<file path="src/rtl/adr_dec_pkg.sv">
// Shared types and constants for the local-bus address decoder (adr_dec_gen).
// Region constants are the decoded field values (address bits [19:4]) of each register block.
package adr_dec_pkg;

    typedef enum logic [1:0] {
        IDLE  = 2'd0,
        DATA  = 2'd1,
        RECOV = 2'd2
    } state_e;

    function automatic int dec_w(input int hi, input int lo);
        return hi - lo + 1;
    endfunction

    localparam logic [15:0] DATA_OUT    = 16'hE020;
    localparam logic [15:0] DAC_CTRL    = 16'hE030;
    localparam logic [15:0] SEL_REG     = 16'hE010;
    localparam logic [15:0] CTRL_REG    = 16'h1360;
    localparam logic [15:0] DATA_IN     = 16'hE040;
    localparam logic [15:0] DATA_IN_ADC = 16'hE050;

    // Channel 0 sits in the low slice.
    localparam logic [63:0] DEF_SEL_BASE = {CTRL_REG, SEL_REG, DAC_CTRL, DATA_OUT};

endpackage

</file>
<file path="src/rtl/adr_dec_match.sv">
// Region compare and lowest-index priority encode for adr_dec_gen.
// With ADR_MASK_EN defined, each channel compares only the bits set in its mask slice.
module adr_dec_match #(
    parameter int DEC_W   = 16,
    parameter int NUM_SEL = 4
) (
    input  logic [DEC_W-1:0]         f_i,
    input  logic [NUM_SEL*DEC_W-1:0] base_i,
`ifdef ADR_MASK_EN
    input  logic [NUM_SEL*DEC_W-1:0] mask_i,
`endif
    output logic [NUM_SEL-1:0]       hit_o,
    output logic                     nohit_o
);

    logic [NUM_SEL-1:0] eq_s;

    for (genvar g = 0; g < NUM_SEL; g++) begin : g_ch
`ifdef ADR_MASK_EN
        assign eq_s[g] = ((f_i & mask_i[g*DEC_W +: DEC_W]) ==
                          (base_i[g*DEC_W +: DEC_W] & mask_i[g*DEC_W +: DEC_W]));
`else
        assign eq_s[g] = (f_i == base_i[g*DEC_W +: DEC_W]);
`endif
    end

    // Isolating the lowest set bit keeps the result one-hot when windows overlap.
    assign hit_o   = eq_s & (~eq_s + NUM_SEL'(1'b1));
    assign nohit_o = ~(|eq_s);

endmodule

</file>
<file path="src/rtl/adr_dec_gen.sv">
// Local-bus address latch, region decoder and data-phase tracker with watchdog.
// Optional masked region compare is enabled by defining ADR_MASK_EN (adds parameter SEL_MASK).
module adr_dec_gen
    import adr_dec_pkg::*;
#(
    parameter int ADDR_W  = 32,
    parameter int DEC_LO  = 4,
    parameter int DEC_HI  = 19,
    parameter int NUM_SEL = 4,
    localparam int DEC_W  = dec_w(DEC_HI, DEC_LO),
    parameter logic [NUM_SEL*DEC_W-1:0] SEL_BASE = DEF_SEL_BASE,
`ifdef ADR_MASK_EN
    parameter logic [NUM_SEL*DEC_W-1:0] SEL_MASK = '1,
`endif
    parameter int TMO_CYC = 255
) (
    input  logic              clk,
    input  logic              rst_,
    input  logic              valid_pci,
    input  logic              a_d,
    input  logic [ADDR_W-1:0] ad_to_tuvv,
    input  logic              devsel_,
    input  logic [NUM_SEL-1:0] inhibit,
    output logic [ADDR_W-1:0] ADRESS,
    output logic [NUM_SEL-1:0] sel,
    output logic              sel_miss,
    output logic              tmo_err,
    output logic              tuvv_ready
);

    localparam int WD_W = $clog2(TMO_CYC);
    localparam logic [WD_W-1:0] WD_MAX = WD_W'(TMO_CYC - 1);

    state_e              state_q, state_d;
    logic [ADDR_W-1:0]   adr_q, adr_d;
    logic [NUM_SEL-1:0]  hit_q, hit_d;
    logic [WD_W-1:0]     wdog_q, wdog_d;
    logic                miss_q, miss_d;
    logic                tmo_q, tmo_d;
    logic                rdy_q, rdy_d;

    logic [NUM_SEL-1:0]  mhit_s;
    logic                mmiss_s;
    logic                ap_s;
    logic                rel_s;

    adr_dec_match #(
        .DEC_W   (DEC_W),
        .NUM_SEL (NUM_SEL)
    ) u_match (
        .f_i     (ad_to_tuvv[DEC_HI:DEC_LO]),
        .base_i  (SEL_BASE),
`ifdef ADR_MASK_EN
        .mask_i  (SEL_MASK),
`endif
        .hit_o   (mhit_s),
        .nohit_o (mmiss_s)
    );

    assign ap_s = valid_pci & a_d & (state_q != RECOV);

    // Only a solid 0 holds the transfer; 1, X or Z all count as released.
    always_comb begin
        case (devsel_)
            1'b0:    rel_s = 1'b0;
            default: rel_s = 1'b1;
        endcase
    end

    // Next-state and registered-output logic for the data-phase tracker.
    always_comb begin
        state_d = state_q;
        adr_d   = adr_q;
        hit_d   = hit_q;
        wdog_d  = wdog_q;
        miss_d  = 1'b0;
        tmo_d   = 1'b0;
        rdy_d   = 1'b1;
        case (state_q)
            IDLE: begin
                if (ap_s) begin
                    state_d = DATA;
                    adr_d   = ad_to_tuvv;
                    hit_d   = mhit_s;
                    wdog_d  = '0;
                    miss_d  = mmiss_s;
                end else begin
                    state_d = IDLE;
                end
            end
            DATA: begin
                if (ap_s) begin
                    state_d = DATA;
                    adr_d   = ad_to_tuvv;
                    hit_d   = mhit_s;
                    wdog_d  = '0;
                    miss_d  = mmiss_s;
                end else if (rel_s && (wdog_q != '0)) begin
                    // wdog_q == 0 is the first data cycle, where the target has not yet decoded.
                    state_d = IDLE;
                    adr_d   = '0;
                    hit_d   = '0;
                end else if (wdog_q == WD_MAX) begin
                    state_d = RECOV;
                    adr_d   = '0;
                    hit_d   = '0;
                    tmo_d   = 1'b1;
                    rdy_d   = 1'b0;
                end else begin
                    wdog_d  = wdog_q + WD_W'(1'b1);
                end
            end
            RECOV: begin
                state_d = IDLE;
            end
            default: begin
                state_d = IDLE;
                adr_d   = '0;
                hit_d   = '0;
            end
        endcase
    end

    // State and output registers.
    always_ff @(posedge clk or negedge rst_) begin
        if (!rst_) begin
            state_q <= IDLE;
            adr_q   <= '0;
            hit_q   <= '0;
            wdog_q  <= '0;
            miss_q  <= 1'b0;
            tmo_q   <= 1'b0;
            rdy_q   <= 1'b1;
        end else begin
            state_q <= state_d;
            adr_q   <= adr_d;
            hit_q   <= hit_d;
            wdog_q  <= wdog_d;
            miss_q  <= miss_d;
            tmo_q   <= tmo_d;
            rdy_q   <= rdy_d;
        end
    end

    // Inhibit gates the select directly so an interlock acts without waiting for a clock.
    assign sel        = hit_q & ~inhibit;
    assign ADRESS     = adr_q;
    assign sel_miss   = miss_q;
    assign tmo_err    = tmo_q;
    assign tuvv_ready = rdy_q;

endmodule

</file>
<file path="config.mk">
export PLATFORM = sky130hd
export DESIGN_NAME = adr_dec_gen
export DESIGN_NICKNAME = d
export VERILOG_FILES = /design/src/rtl/adr_dec_pkg.sv /design/src/rtl/adr_dec_match.sv /design/src/rtl/adr_dec_gen.sv
export SDC_FILE = /design/constraint.sdc
export NUM_CORES = 1
export LEC_CHECK = 0
export CORE_MARGIN = 2
export CORE_UTILIZATION = 40
export CTS_BUF_LIST = sky130_fd_sc_hd__clkbuf_8
export DETAILED_ROUTE_END_ITERATION = 8
export PLACE_DENSITY = 0.76
export SETUP_SLACK_MARGIN = 0.02
export SLEW_MARGIN = 10
export SYNTH_ARGS = -nofsm -noshare
export SYNTH_HDL_FRONTEND = slang
export SYNTH_SLANG_ARGS = --single-unit
</file>
<file path="constraint.sdc">
create_clock -name clk -period 1.6 [get_ports clk]
set_input_delay 0.32 -clock clk [delete_from_list [all_inputs] [get_ports clk]]
set_output_delay 0.32 -clock clk [all_outputs]
set_load 0.02 [all_outputs]
</file>
# Yosys cells after proc, flatten, opt, wreduce, memory -nomap -nowiden
# Cells that the tools add are included.
[word_totals]
latchBits = 0
ram_bits = 0
inputBits = 41
ff_bits = 49
out_inout_bits = 39
mem_bits_ro = 0
wordCells = 68
memories = 0
[op_classes]
shifts = 0
reduce_logical = 8
n_addsub = 2
n_mul = 0
n_bitwise = 8
n_lt_le_gt_ge = 0
mux = 31
n_div = 0
eq_ne = 12
[op_table]
columns = ["op", "count"]
rows = [
  ["$mux W32", 4],
  ["$pmux W32 S3", 1],
  ["$eq A16 B16 Y1 const B", 3],
  ["$mux W8", 4],
  ["$eq A16 B13 Y1 const B", 1],
  ["$mux W4", 4],
  ["$pmux W8 S2", 1],
  ["$mux W1", 12],
  ["$pmux W4 S3", 1],
  ["$add A8 B1 Y8 const B", 1],
  ["$and A4 B4 Y4", 2],
  ["$eq A8 B8 Y1 const B", 1],
  ["$not A4 Y4", 2],
  ["$reduce_bool A8 Y1", 1],
  ["$mux W2", 3],
  ["$ne A3 B3 Y1 const B", 2],
  ["$add A4 B1 Y4 const B", 1],
  ["$ne A2 B2 Y1 const B", 2],
  ["$ne A4 B4 Y1 const B", 1],
  ["$pmux W2 S2", 1],
  ["$reduce_and A4 Y1", 1],
  ["$reduce_or A4 Y1", 1],
  ["$reduce_and A3 Y1", 1],
  ["$and A1 B1 Y1", 2],
  ["7 further kinds", 8],
]

# Longest topological paths before layout
# Gate-level depths: netlist (run 1).
[logic_depth]
ltp_word = 6
ltp_mapped = 7
ltp_nobuf = 6

# Cells and area by module
# Synthesis (run 1) repeated with hierarchy kept, for this count alone.
[unflattened]
cells_unflattened = 262
area_unflattened_um2 = 3052.9
[modules_own_cells]
columns = ["module", "area_per_inst_um2", "instances", "cells_per_inst"]
rows = [
  ["adr_dec_gen", 2154.6, 1, 158],
  ["adr_dec_match", 898.4, 1, 104],
]

# Worst setup path after synthesis (run 1)
# OpenSTA, ideal clock, no wires.
[synth_path]
path_kind = "flip-flop to flip-flop"
start = "register wdog_q[0]"
end = "register hit_q[2]"
slack_ns = -0.161
stages_incl_launch_ff = 7
arrival_ns = 1.636
period_less_slack_ns = 1.761
n_path_buf = 0
required_time_ns = 1.475
path_cell_list = "dfrtp_1 -> inv_1 -> ha_1 -> nor4b_2 -> a21boi_2 -> o32ai_4 -> mux2_4"
[synth_via]
elab_chain_cells = 5
[synth_lines]
columns = ["element", "line_no", "source"]
rows = [
  ["start, declared", "adr_dec_gen.sv:37", "logic [WD_W-1:0] wdog_q, wdog_d;"],
  ["start signal, assigned", "adr_dec_gen.sv:138", "wdog_q <= wdog_d;"],
  ["$reduce_bool A8 Y1", "adr_dec_gen.sv:98", "end else if (rel_s && (wdog_q != '0)) begin"],
  ["$logic_and A1 B1 Y1", "adr_dec_gen.sv:98", ""],
  ["$mux W4", "adr_dec_gen.sv:98", ""],
  ["$mux W4", "adr_dec_gen.sv:92", "if (ap_s) begin"],
  ["$pmux W4 S3", "adr_dec_gen.sv:79", "case (state_q)"],
  ["end signal, assigned", "adr_dec_gen.sv:137", "hit_q <= hit_d;"],
  ["end, declared", "adr_dec_gen.sv:36", "logic [NUM_SEL-1:0] hit_q, hit_d;"],
]
# Parallel ways exist; a longest one is shown, timed or not.
# A chain may end at the register's enable or synchronous reset.

# Final worst setup path (run 1)
[layout_path]
start = "register wdog_q[1]"
end = "register wdog_q[2]"
[layout_via]
elab_chain_cells = 5
[layout_lines]
columns = ["element", "line_no", "source"]
rows = [
  ["$add A8 B1 Y8", "adr_dec_gen.sv:110", "wdog_d = wdog_q + WD_W'(1'b1);"],
  ["$mux W8", "adr_dec_gen.sv:103", "end else if (wdog_q == WD_MAX) begin"],
  ["$mux W8", "adr_dec_gen.sv:98", ""],
  ["$mux W8", "adr_dec_gen.sv:92", ""],
  ["$pmux W8 S2", "adr_dec_gen.sv:79", ""],
]
# Parallel ways exist; a longest one is shown, timed or not. The select of a mux whose other input is x is not followed.

==> results of run 1 <==
## metrics by stage
stage	total power, uW	instance area (sq um)	std cells	hold WS, ps
global route	5160	3620	372	399
CTS	4830	3550	370	370
detailed placement	4040	3400	359	239
finish	4910	3620	372	379
floorplan	2850	2200	174	24.4
global placement	4010	3400	359	236
## cells by family after synthesis
kind of cell | synth area share
AO/OA/AOI/OAI | 0.211
adder cells (fa/ha/maj) | 0.0172
buffers and inverters | 0.0367
flip-flops | 0.563
multiplexers | 0.0206
AND/OR/NAND/NOR | 0.152
## report_power, final
group / internal [uW] / switching [uW] / total [uW] / leakage (uW)
Clock: 400 / 429 / 829 / 0.0000549
Combinational: 1170 / 1200 / 2370 / 0.00104
Sequential: 1530 / 181 / 1710 / 0.000639
## repair_timing
action	4_1_cts	5_1_grt
endpoints found under the hold margin	11	0
endpoints found under the setup margin	84	50
buffers inserted	2	2
pin swaps	14	11
cloned	0	0
gates resized for setup	56	11
hold buffers	1	0
## flip-flops by register name (all words and copies together), names as in the netlist
signal	cells
ADRESS	32
tmo_err	1
tuvv_ready	1
wdog_q	8
hit_q	4
state_q	2
sel_miss	1
## Yosys cell counts, drive strengths merged
library cell  instances  area [sq um]
a2111o                1          11.3
a2111oi               1          8.76
a211oi                1          7.51
a21boi                2          18.8
a21o                  1          7.51
a21oi                 2          10.0
a22o                 32           280
a32o                  2          20.0
and2b                 1          10.0
and3                  4          25.0
and4                  2          17.5
and4b                 1          10.0
buf                   4          38.8
clkbuf                3          11.3
dfrtp                48          1200
dfstp                 1          26.3
ha                    3          37.5
inv                   8          30.0
mux2                  1          15.0
mux2i                 3          30.0
nand2                 5          26.3
nand2b                2          12.5
nand3                 4          20.0
nand4                 4          25.0
nand4bb               1          11.3
nor2                  7          31.3
nor2b                 2          12.5
nor3                  3          15.0
nor4                  5          37.5
nor4b                 1          15.0
o211ai                2          15.0
o21ai                 3          18.8
o221a                 1          11.3
o2bb2ai               1          8.76
o31ai                 2          15.0
o32ai                 1          27.5
or2                   1          6.26
or3                   3          18.8
or4                   5          37.5
## worst max-delay path, cell delays in order, from the launching register on
cell	delay, ps
dfrtp_1	400
buf_4	140
ha_1	200
and3_1	190
a2111o_1	380
a21o_1	180
a32o_1	190
## layer usage
| layer | part of all wire | up-vias | GRT usage | wire length [um] |
|---|---|---|---|---|
| li1 | - | 926 | - | - |
| met1 | 0.42 | 977 | 0.270 | 2620 |
| met2 | 0.50 | 73 | 0.354 | 3140 |
| met3 | 0.063 | 9 | 0.0547 | 393 |
| met4 | 0.015 | 0 | 0.0768 | 94 |
| met5 | 0 | - | 0 | 0 |
## how the worst max path moves through the flow
stage	from	to	slack, ps	depth (start not counted)
after global placement	ad_to_tuvv[14]	hit_q[0]$_DFFE_PN0P_	-410	6
after detailed placement	ad_to_tuvv[14]	hit_q[0]$_DFFE_PN0P_	-430	6
final	wdog_q[1]$_DFFE_PN0P_	wdog_q[2]$_DFFE_PN0P_	-180	6
after global routing	wdog_q[1]$_DFFE_PN0P_	ADRESS[26]$_DFFE_PN0P_	-260	8
after CTS	wdog_q[0]$_DFFE_PN0P_	wdog_q[4]$_DFFE_PN0P_	-180	7
after floorplan	wdog_q[1]$_DFFE_PN0P_	hit_q[2]$_DFFE_PN0P_	-130	6
## final cells by class
class / instances / area (sq um) / area share
timing repair buffer: 127 / 1160 / 0.321
tap: 70 / 87.6 / 0.0242
clock inverter: 1 / 8.76 / 0.00242
clock buffer: 7 / 96.3 / 0.0266
inverter: 8 / 30.0 / 0.00829
multi-input combinational: 110 / 1000 / 0.277
sequential: 49 / 1230 / 0.340
==> out/results.ini, run 1 <==
[setup_path]
worstPathArrival_ps=1980
worstSetupEndpointType=flop
cp_max_fo=2
cp-start-kind=flop
crit-reg2reg-capture=wdog_q[2]$_DFFE_PN0P_
cp.required_ps=1800
r2r_start=wdog_q[1]$_DFFE_PN0P_
ff2ff_setup_slack_ps=-180
r2r_cells=6
crit_type=reg -> reg

[global_routing]
antenna_found_initial=0
grt_usage=0.214
grt_overflow_total=0
grt_max_degree=36
grt_pass1_vias=2110
grt_pass1_wl_mm=10.1

[finish]
final_nets=345
syn_to_final_growth_pct=65.9
layout_common_cells=dfrtp_1 (46), dlygate4sd2_1 (42), buf_4 (39)
layout-drive-gt1-share=0.278
final_common_cell=dfrtp_1
diodes=0
n_fill_cell=392
final_util=0.700

[yosys]
yosysWarnings=0
syn_nets=218
syn_inst=174
avgSynthCellArea_sq_um=12.5
ys_seq_area_frac=0.563
ys_ff_latch=49
yosysUniqueCellTypes=46
syn_area_sq_mm=0.00218

[routing]
postRouteAntennaNets=0
first_iter_violations=99
vias=1985
routedWlPerCell_um=16.8
route.detailed.drc=0
first_pass_iters=5
wl_mm=6.25
vias_per_cell=5.34

[clock_tree]
tritoncts=yes
clk_latency_ps=310
clock_sinks=49
clockBufferDepth=2
path_clk_slew_ps=90
cts_root_buf=clkbuf_8
cts_buffers=5
h-tree-depth=2

[sta]
layout_setup_ws_ps=-179
drv_slew=0
finalSetupTns_ps=-5830
clock.fmax_mhz=562
min_period_ps=1780
clock_skew_ps=2.59
setup_viol=42
rsz0062_at_grt=true
fin_crit_sh=1.11
max_slew_margin=0.742
hold_viol_final=0
worst_pin_slew_ps=377

[worst_hold_path]
hp-start=ad_to_tuvv[11]
min_path_type=in -> reg
holdPathStages=2
hold_end=ADRESS[11]$_DFFE_PN0P_

[floorplanning]
design.die.area_sq_mm=0.00606
io_pins=80
die_w_um=77.9
die_h_um=77.9
initial_core_util=0.422
fp-row-count=26
core_area_sq_mm=0.00517

[placed_design]
detailed_place_hpwl_mm=4.25
pre_cts_slack_ps=-429
numPortBuffers=79
gp_congestion=0.868

[power]
vdd_ir_drop_max_v=0.000735
cellPowerDensity_mw_per_mm2=1360
p_leak_uw=0.00173

[job]
cap_violations=0

[run_status]
violations=negative setup slack
status=finished, violations left

No activity file was read; power rests on OpenSTA's default activity.
==> run 2, diff against run 1 <==
--- a/config.mk
+++ b/config.mk
@@ -9,6 +9,7 @@
 export CORE_UTILIZATION = 40
 export CTS_BUF_LIST = sky130_fd_sc_hd__clkbuf_8
 export DETAILED_ROUTE_END_ITERATION = 8
+export GPL_ROUTABILITY_DRIVEN = 0
 export PLACE_DENSITY = 0.76
 export SETUP_SLACK_MARGIN = 0.02
 export SLEW_MARGIN = 10
==> results of run 2 <==
No change in the layout: final DEF, timing and power equal those of run 1.
==> run 3, diff against run 2 <==
--- a/config.mk
+++ b/config.mk
@@ -5,12 +5,12 @@
 export SDC_FILE = /design/constraint.sdc
 export NUM_CORES = 1
 export LEC_CHECK = 0
-export CORE_MARGIN = 2
 export CORE_UTILIZATION = 40
 export CTS_BUF_LIST = sky130_fd_sc_hd__clkbuf_8
 export DETAILED_ROUTE_END_ITERATION = 8
 export GPL_ROUTABILITY_DRIVEN = 0
 export PLACE_DENSITY = 0.76
+export RECOVER_POWER = 100
 export SETUP_SLACK_MARGIN = 0.02
 export SLEW_MARGIN = 10
 export SYNTH_ARGS = -nofsm -noshare
==> run 3 against run 2 <==
The flow still finishes with violations (negative setup slack). First-iteration DRC count fell by 37%. Worst hold slack better by 22 ps. Via count up 1.4%. Clock skew rose by 6.4 ps. Worst setup slack lost 1.8 ps. Cell area rose by 0.97%. Cell count is 0.27% higher. Critical path depth grew 2. Combinational power rose by 8%. Non-clock buffer count is 2 higher. Fmax shrank 0.10%.
==> out/results.ini, run 3 (synthesis gave the netlist of run 1 again) <==
[power]
cellPowerDensity_mw_per_mm2=1400
vdd_ir_drop_max_v=0.000764
p_leak_uw=0.00171
p_total_uw=5120

[global_routing]
grt_overflow_total=0
grt_usage=0.229
antenna_found_initial=0
grt_pass1_vias=2018
grt_max_degree=50
grt_pass1_wl_mm=9.63

[finish]
n_fill_cell=395
layout-drive-gt1-share=0.290
syn_to_final_growth_pct=67.5
largest_reg_flops=32
final_nets=347
final_common_cell=dfrtp_1
diodes=0
layout_common_cells=dfrtp_1 (47), dlygate4sd2_1 (38), clkdlybuf4s50_1 (35), buf_4 (35), a22o_1 (32)
layout.cells.non_filler=373

[sta]
worst_pin_slew_ps=669
hold_viol_final=0
min_period_ps=1780
max_slew_margin=0.554
drv_slew=0
clock_skew_ps=8.99
clock.fmax_mhz=561
rsz0062_at_grt=true
layout_setup_ws_ps=-181
setup_viol=45
finalSetupTns_ps=-4840
fin_crit_sh=1.11

[setup_path]
worstPathArrival_ps=1970
worstSetupEndpointType=flop
cp-start-kind=flop
crit_type=reg -> reg
cp_max_fo=3
cp.required_ps=1790
ff2ff_setup_slack_ps=-180

[floorplanning]
core_area_sq_mm=0.00517
die_h_um=75.9
io_pins=80
fp-row-count=26
die_w_um=75.9
initial_core_util=0.422
design.die.area_sq_mm=0.00575

[placed_design]
place_inst=352
detailed_place_hpwl_mm=4.05
numPortBuffers=79

[run_status]
violations=negative setup slack
status=finished, violations left

[clock_tree]
clk_latency_ps=300
tritoncts=yes
h-tree-depth=2
clock_sinks=49
cts_buffers=5
clockBufferDepth=2
cts_root_buf=clkbuf_8
path_clk_slew_ps=90

[routing]
first_iter_violations=62
wl_mm=6.21
routedWlPerCell_um=16.6
route.detailed.drc=0
vias=2012
first_pass_iters=4
vias_per_cell=5.39
postRouteAntennaNets=0

[job]
cap_violations=0

[worst_hold_path]
min_path_type=in -> reg

==> run 3: changes by cell type in the layout (fill, tap and decap cells not counted), sizes merged <==
cell / delta
clkbuf: +4
dlygate4sd2: -4
buf: +1
bufinv: +1
clkinv: +1
dlymetal6s2s: -1
inv: -1
==> run 3: critical path, stage by stage (launching register included) <==
cell and delay, ps:
dfrtp_1 380, inv_2 60, buf_4 140, ha_4 170, nand3_4 100, nor2_4 50, o32ai_4 290, buf_6 170
mux2_4 290
==> run 3: final cells by class <==
class | count | area, sq um | share of cell area
Tap cell | 70 | 87.6 | 0.0240
Inverter | 8 | 30.0 | 0.00821
Clock inverter | 2 | 35.0 | 0.00958
Clock buffer | 5 | 68.8 | 0.0188
Multi-Input combinational cell | 110 | 1020 | 0.279
Sequential cell | 49 | 1230 | 0.336
Timing Repair Buffer | 129 | 1180 | 0.324
==> run 3: power by group <==
part,total (uW),switching [uW],internal (uW)
sequential,1710,176,1530
clock,858,403,455
combinational,2560,1270,1290
==> run 3: stage by stage <==
| stage | hold slack [ps] | setup slack (ps) | instance area, sq um | util |
|---|---|---|---|---|
| global placement | 326 | -404 | 3360 | 0.649 |
| CTS | 390 | -180 | 3620 | 0.700 |
| global route | 414 | -261 | 3660 | 0.707 |
| detailed placement | 327 | -444 | 3360 | 0.649 |
| floorplan | 24.4 | -131 | 2200 | - |
| finish | 401 | -181 | 3660 | 0.707 |
==> run 3: repair_timing <==
item                       in CTS  in global routing
gates resized for setup        57                 21
hold buffers                    1                  0
cloned                          1                  0
hold endpoints to repair        9                  0
pin swaps                      16                 13
setup endpoints to repair      81                 54
setup buffers                  10                  3
==> run 3: path summary, 6_finish.rpt <==
path,startpoint,end,cells after the start
worst max-delay path,wdog_q[0]$_DFFE_PN0P_,hit_q[2]$_DFFE_PN0P_,8
worst min-delay path,ad_to_tuvv[11],ADRESS[11]$_DFFE_PN0P_,2
worst max register to register,wdog_q[0]$_DFFE_PN0P_,hit_q[2]$_DFFE_PN0P_,8
worst min register to register,ADRESS[25]$_DFFE_PN0P_,ADRESS[25]$_DFFE_PN0P_,1
max in group asynchronous,rst_,wdog_q[3]$_DFFE_PN0P_,3
min in group asynchronous,rst_,ADRESS[0]$_DFFE_PN0P_,3
==> run 3: per-layer routing <==
layer | vias to the layer above | part of all wire | global-route usage | routed length [um]
met5 | - | 0 | 0 | 0
met4 | 0 | 0.016 | 0.0741 | 102
met3 | 11 | 0.061 | 0.0595 | 378
met2 | 75 | 0.51 | 0.387 | 3140
met1 | 995 | 0.42 | 0.286 | 2590
li1 | 931 | - | - | -
